===== config.mk =====
export PLATFORM = sky130hd
export DESIGN_NAME = dnu_iter_rqst_ctrl
export DESIGN_NICKNAME = d
export VERILOG_FILES = /design/src/rtl/dnu_iter_rqst_ctrl.sv
export SDC_FILE = /design/constraint.sdc
export NUM_CORES = 1
export LEC_CHECK = 0
export ABC_AREA = 1
export CAP_MARGIN = 10
export CORE_MARGIN = 5
export CORE_UTILIZATION = 49
export DETAILED_ROUTE_END_ITERATION = 8
export PLACE_DENSITY = 0.79
export SYNTH_ARGS = -nofsm -noshare
export SYNTH_HDL_FRONTEND = slang
export SYNTH_SLANG_ARGS = --single-unit

===== constraint.sdc =====
create_clock -name write_clk -period 1.3 [get_ports write_clk]
set_input_delay 0.13 -clock write_clk [delete_from_list [all_inputs] [get_ports write_clk]]
set_output_delay 0.13 -clock write_clk [all_outputs]
set_load 0.02 [all_outputs]

===== src/rtl/dnu_iter_rqst_ctrl.sv =====
`default_nettype none
// ============================================================================
// Module   : dnu_iter_rqst_ctrl
// Brief    : Initiator of the DNU IB-map update handshake; one request per
//            decoding iteration, terminates on success, abort, limit or timeout.
// Revision : 1.0 - initial release
// ============================================================================
module dnu_iter_rqst_ctrl #(
    parameter int MAX_ITER      = 10,
    parameter int ITER_WIDTH    = 4,
    parameter int TIMEOUT_CYCLE = 256
) (
    input  logic                  write_clk,
    input  logic                  rstn,
    input  logic                  start,
    input  logic                  iter_ready,
    input  logic                  decode_success,
    input  logic                  abort,
    input  logic [1:0]            wr_busy,
    output logic                  iter_rqst,
    output logic                  iter_termination,
    output logic [ITER_WIDTH-1:0] iter_cnt,
    output logic                  update_done,
    output logic                  decode_done,
    output logic                  decode_fail,
    output logic                  timeout_err,
    output logic [2:0]            ctrl_state
);

    localparam int TMR_WIDTH = (TIMEOUT_CYCLE > 2) ? $clog2(TIMEOUT_CYCLE) : 1;

    localparam logic [TMR_WIDTH-1:0]  c_TMR_LAST    = TMR_WIDTH'(TIMEOUT_CYCLE - 1);
    localparam logic [TMR_WIDTH-1:0]  c_TMR_ONE     = TMR_WIDTH'(1);
    localparam logic [ITER_WIDTH-1:0] c_ITER_MAX    = ITER_WIDTH'(MAX_ITER);
    localparam logic [ITER_WIDTH-1:0] c_ITER_ONE    = ITER_WIDTH'(1);
    localparam logic [1:0]            c_WR_IDLE     = 2'b00;
    localparam logic [1:0]            c_WR_UPDATING = 2'b01;
    localparam logic [1:0]            c_WR_FINISHED = 2'b10;

    typedef enum logic [2:0] {
        IDLE      = 3'b000,
        REQ       = 3'b001,
        LOAD      = 3'b010,
        RELEASE   = 3'b011,
        CHECK     = 3'b100,
        WAIT_ITER = 3'b101,
        TERM      = 3'b110,
        DONE      = 3'b111
    } state_t;

    state_t                r_state;
    logic [TMR_WIDTH-1:0]  r_timer;
    logic                  r_abort_flag;

    logic w_in_handshake;
    logic w_tmr_expired;

    assign w_in_handshake = (r_state == REQ) || (r_state == LOAD) || (r_state == RELEASE);
    assign w_tmr_expired  = (r_timer == c_TMR_LAST);
    assign ctrl_state     = r_state;

    always_ff @(posedge write_clk or negedge rstn) begin
        if (!rstn) begin
            r_state          <= IDLE;
            r_timer          <= '0;
            r_abort_flag     <= 1'b0;
            iter_rqst        <= 1'b0;
            iter_termination <= 1'b0;
            iter_cnt         <= '0;
            update_done      <= 1'b0;
            decode_done      <= 1'b0;
            decode_fail      <= 1'b0;
            timeout_err      <= 1'b0;
        end else begin
            update_done <= 1'b0;
            decode_done <= 1'b0;

            // Abort is only remembered here; it is acted on at CHECK or WAIT_ITER.
            if (abort && (r_state != IDLE)) begin
                r_abort_flag <= 1'b1;
            end

            if (w_in_handshake) begin
                r_timer <= r_timer + c_TMR_ONE;
            end

            case (r_state)
                IDLE: begin
                    if (start) begin
                        r_state      <= REQ;
                        r_timer      <= '0;
                        r_abort_flag <= 1'b0;
                        iter_rqst    <= 1'b1;
                        iter_cnt     <= '0;
                        decode_fail  <= 1'b0;
                        timeout_err  <= 1'b0;
                    end
                end

                REQ: begin
                    if (wr_busy == c_WR_UPDATING) begin
                        r_state <= LOAD;
                    end else if (w_tmr_expired) begin
                        r_state          <= TERM;
                        iter_rqst        <= 1'b0;
                        iter_termination <= 1'b1;
                        timeout_err      <= 1'b1;
                        decode_fail      <= 1'b1;
                    end
                end

                // Request stays high so the writer parks in FINISH until we drop it.
                LOAD: begin
                    if (wr_busy == c_WR_FINISHED) begin
                        r_state   <= RELEASE;
                        iter_rqst <= 1'b0;
                    end else if (w_tmr_expired) begin
                        r_state          <= TERM;
                        iter_rqst        <= 1'b0;
                        iter_termination <= 1'b1;
                        timeout_err      <= 1'b1;
                        decode_fail      <= 1'b1;
                    end
                end

                RELEASE: begin
                    if (wr_busy == c_WR_IDLE) begin
                        r_state     <= CHECK;
                        update_done <= 1'b1;
                        if (iter_cnt < c_ITER_MAX) begin
                            iter_cnt <= iter_cnt + c_ITER_ONE;
                        end
                    end else if (w_tmr_expired) begin
                        r_state          <= TERM;
                        iter_termination <= 1'b1;
                        timeout_err      <= 1'b1;
                        decode_fail      <= 1'b1;
                    end
                end

                CHECK: begin
                    if (r_abort_flag) begin
                        r_state          <= TERM;
                        iter_termination <= 1'b1;
                        decode_fail      <= 1'b1;
                    end else if (decode_success) begin
                        r_state          <= TERM;
                        iter_termination <= 1'b1;
                        decode_fail      <= 1'b0;
                    end else if (iter_cnt >= c_ITER_MAX) begin
                        r_state          <= TERM;
                        iter_termination <= 1'b1;
                        decode_fail      <= 1'b1;
                    end else begin
                        r_state <= WAIT_ITER;
                    end
                end

                WAIT_ITER: begin
                    if (abort || r_abort_flag) begin
                        r_state          <= TERM;
                        iter_termination <= 1'b1;
                        decode_fail      <= 1'b1;
                    end else if (iter_ready) begin
                        r_state   <= REQ;
                        r_timer   <= '0;
                        iter_rqst <= 1'b1;
                    end
                end

                TERM: begin
                    r_state     <= DONE;
                    decode_done <= 1'b1;
                end

                DONE: begin
                    if (start) begin
                        r_state          <= REQ;
                        r_timer          <= '0;
                        r_abort_flag     <= 1'b0;
                        iter_rqst        <= 1'b1;
                        iter_termination <= 1'b0;
                        iter_cnt         <= '0;
                        decode_fail      <= 1'b0;
                        timeout_err      <= 1'b0;
                    end
                end

                default: begin
                    r_state          <= IDLE;
                    iter_rqst        <= 1'b0;
                    iter_termination <= 1'b0;
                end
            endcase
        end
    end

endmodule
`default_nettype wire

==> impl_metrics.py <==
metrics = {
    "outcome": {
        "status": "finished with violations",
        "failed_checks": "setup timing",
    },
    "cts": {
        "clock-sinks": 22,
        "cts-root-buf": "clkbuf_4",
        "cts_tree": "built",
        "cts_htree_levels": 1,
        "clkLatencyLatePin_ns": 0.31,
        "clock_path_buffers": 2,
        "cts_made_buffers": 3,
        "clkTransAtPathRegs_ns": 0.13,
    },
    "route": {
        "vias": 1613,
        "drtIter0Drc": 78,
        "routedWlPerCell_um": 13.19,
        "wirelength_mm": 4.221,
        "drc": 0,
        "viasPerCell": 5.041,
        "final_antenna_net_count": 0,
        "dr.pass1.iters": 9,
    },
    "floorplanning": {
        "die_h_um": 66.02,
        "start_util_pct": 50.79,
        "die_w_um": 66.02,
        "dieArea_mm2": 0.004359,
        "core_mm2": 0.003028,
        "rows": 20,
        "ios": 21,
    },
    "layout": {
        "area_delta_synth_final_pct": 54.11,
        "n_fill_cell": 191,
        "final_nets": 288,
        "seqCellArea_um2": 555.5,
        "multi_input_comb_area_mm2": 0.001027,
        "final_cell_area_mm2": 0.002370,
        "layout_common_cells": "nand2_1 (40), buf_4 (33), inv_1 (24), nand3_1 (18), dfrtp_1 (18)",
        "layout_commonest_cell": "nand2_1",
        "drive_gt1_share_pct": 43.84,
        "antenna_cells": 0,
    },
    "timing": {
        "final.setup.tns_ns": -1.685,
        "setup_ws_ns": -0.1602,
        "slew-limit-headroom_pct": 68.36,
        "period_share_pct": 112.3,
        "setup_violations": 17,
        "drv_slew": 0,
        "rsz0062_at_grt": "true",
        "max_freq_ghz": 0.6848,
        "finalHoldViolCount": 0,
        "clock-skew-final_ns": 0.001243,
        "tightestPinTransition_ns": 0.4729,
        "finalCriticalPeriod_ns": 1.460,
    },
    "setup_path": {
        "r2r_end": "ctrl_state[0]",
        "crit_path_max_fanout": 5,
        "crit_path_end_kind": "flip-flop",
        "path_class": "flip-flop to flip-flop",
        "reg2reg_depth": 9,
        "startpoint": "ctrl_state[2]",
        "worst_ep_arrival_time_ns": 1.71,
        "reg2reg_slack_ns": -0.16,
        "cp.required_ns": 1.55,
        "cp-start-kind": "flip-flop",
        "r2r-start": "ctrl_state[2]",
    },
    "global_route": {
        "grt_max_degree": 23,
        "grt-ovfl-total": 0,
        "grt_pass1_wl_mm": 6.865,
        "antenna_found_initial": 0,
        "grt_util_all_layers_pct": 20.10,
        "grt_pass1_vias": 1577,
    },
    "placement": {
        "port_buffers": 20,
        "place_area_mm2": 0.002056,
        "gp_congestion": 0.9402,
        "dp_hpwl_mm": 2.871,
    },
    "logic_synthesis": {
        "avgSynthCellArea_um2": 7.219,
        "netlist_instances": 213,
        "synthArstFlopShare_pct": 100.0,
        "yosysSeqAreaShare_pct": 35.80,
        "synth_cell_type_count": 28,
        "synth_edf_count": 0,
        "ys_ff_latch": 22,
        "yosys_warnings": 0,
        "syn_area_mm2": 0.001538,
        "synth_fp_nets": 224,
        "ys.flop_type": "dfrtp_1",
    },
    "run": {
        "drv_cap": 0,
    },
    "power_and_ir_drop": {
        "cellLeakagePower_uw": 0.001315,
        "p_per_area_mw_per_mm2": 2399,
        "ir_drop_mv": 1.714,
        "power_uw": 5684,
    },
    "min_path": {
        "hold_class": "input port to asynchronous set/reset pin",
    },
}
logic make-up after synthesis:
logic type / share of synthesized area (%)
XOR/XNOR: 1.709
multiplexers: 0.6510
AO/OA/AOI/OAI: 6.184
AND/OR/NAND/NOR: 42.31
buffers and inverters: 10.90
adder cells (fa/ha/maj): 2.441
flip-flops: 35.80
flip-flops by register name, indices dropped and copies added, names as in the netlist:
name              cells
r_timer               8
iter_termination      1
decode_done           1
iter_cnt              4
r_abort_flag          1
iter_rqst             1
decode_fail           1
ctrl_state            3
timeout_err           1
update_done           1
metal layers:
layer | GRT usage (%) | up-vias | routed length [um]
met1 | 25.91 | 764 | 1858
met4 | 7.107 | 0 | 60
met5 | 0 | - | 0
li1 | - | 799 | -
met2 | 35.17 | 42 | 2207
met3 | 1.531 | 8 | 94
layout make-up:
cell class | count | share of cell area [%]
flip-flops and latches | 22 | 23.44
repair buffers | 62 | 22.60
inverters | 35 | 6.072
clock buffers | 3 | 0.9504
multi-input cells | 153 | 43.35
clock inverters | 1 | 1.267
well taps | 44 | 2.323
timing repair:
action,in CTS,in global routing
hold buffers,0,0
cloned,0,0
endpoints found under the setup margin,32,23
gates resized for setup,48,33
endpoints found under the hold margin,0,0
setup buffers,6,5
pin swaps,14,14
power breakdown:
part / internal, uW / total (uW) / switching [uW]
clock network: 311 / 534 / 222
registers: 915 / 1130 / 212
logic: 1770 / 4020 / 2250
Yosys cell counts (2+ instances only):
library cell / instances / area, um2
nand3_1: 24 / 120.1
nand2_2: 8 / 50.05
inv_1: 29 / 108.9
o21ai_0: 7 / 35.03
a21oi_1: 9 / 45.04
inv_2: 5 / 18.77
nor2_1: 25 / 93.84
nor2_4: 3 / 33.78
xor2_1: 2 / 17.52
buf_6: 3 / 33.78
ha_1: 3 / 37.54
nor2_2: 4 / 25.02
dfrtp_1: 22 / 550.5
nor3_1: 2 / 10.01
nand4_1: 2 / 12.51
nand2_4: 5 / 56.30
nand2_1: 49 / 183.9
worst max path at each step:
stage | to | slack [ns] | cells after the start
after floorplan | r_timer[7] | -0.04 | 10
after global routing | ctrl_state[0] | -0.23 | 9
final | ctrl_state[0] | -0.16 | 9
after CTS | r_timer[7] | -0.14 | 9
after detailed placement | iter_cnt[2] | -0.26 | 9
after global placement | iter_cnt[2] | -0.21 | 9
worst max-delay path, cell delays in order, from the launching register on:
cell and delay [ns]:
dfrtp_2 0.47, inv_4 0.11, buf_6 0.13, nand2_4 0.07
buf_6 0.12, nor3_4 0.18, nand2_1 0.11, nand3_1 0.10
nand2_1 0.07, nand3_2 0.06
metrics by stage:
| stage | hold WS (ns) | std cells | setup slack [ns] | util (%) |
|---|---|---|---|---|
| 6_report | 0.1635 | 320 | -0.1602 | 78.26 |
| 5_1_grt | 0.1966 | 320 | -0.2276 | 78.26 |
| 4_1_cts | 0.1711 | 315 | -0.1387 | 73.88 |
| 3_5_place_dp | 0.4964 | 305 | -0.2606 | 67.89 |
| 3_3_place_gp | 0.4875 | 305 | -0.2139 | 67.89 |
| 2_1_floorplan | -0.1656 | 213 | -0.03945 | - |
Power figures use the tool's default switching activity.
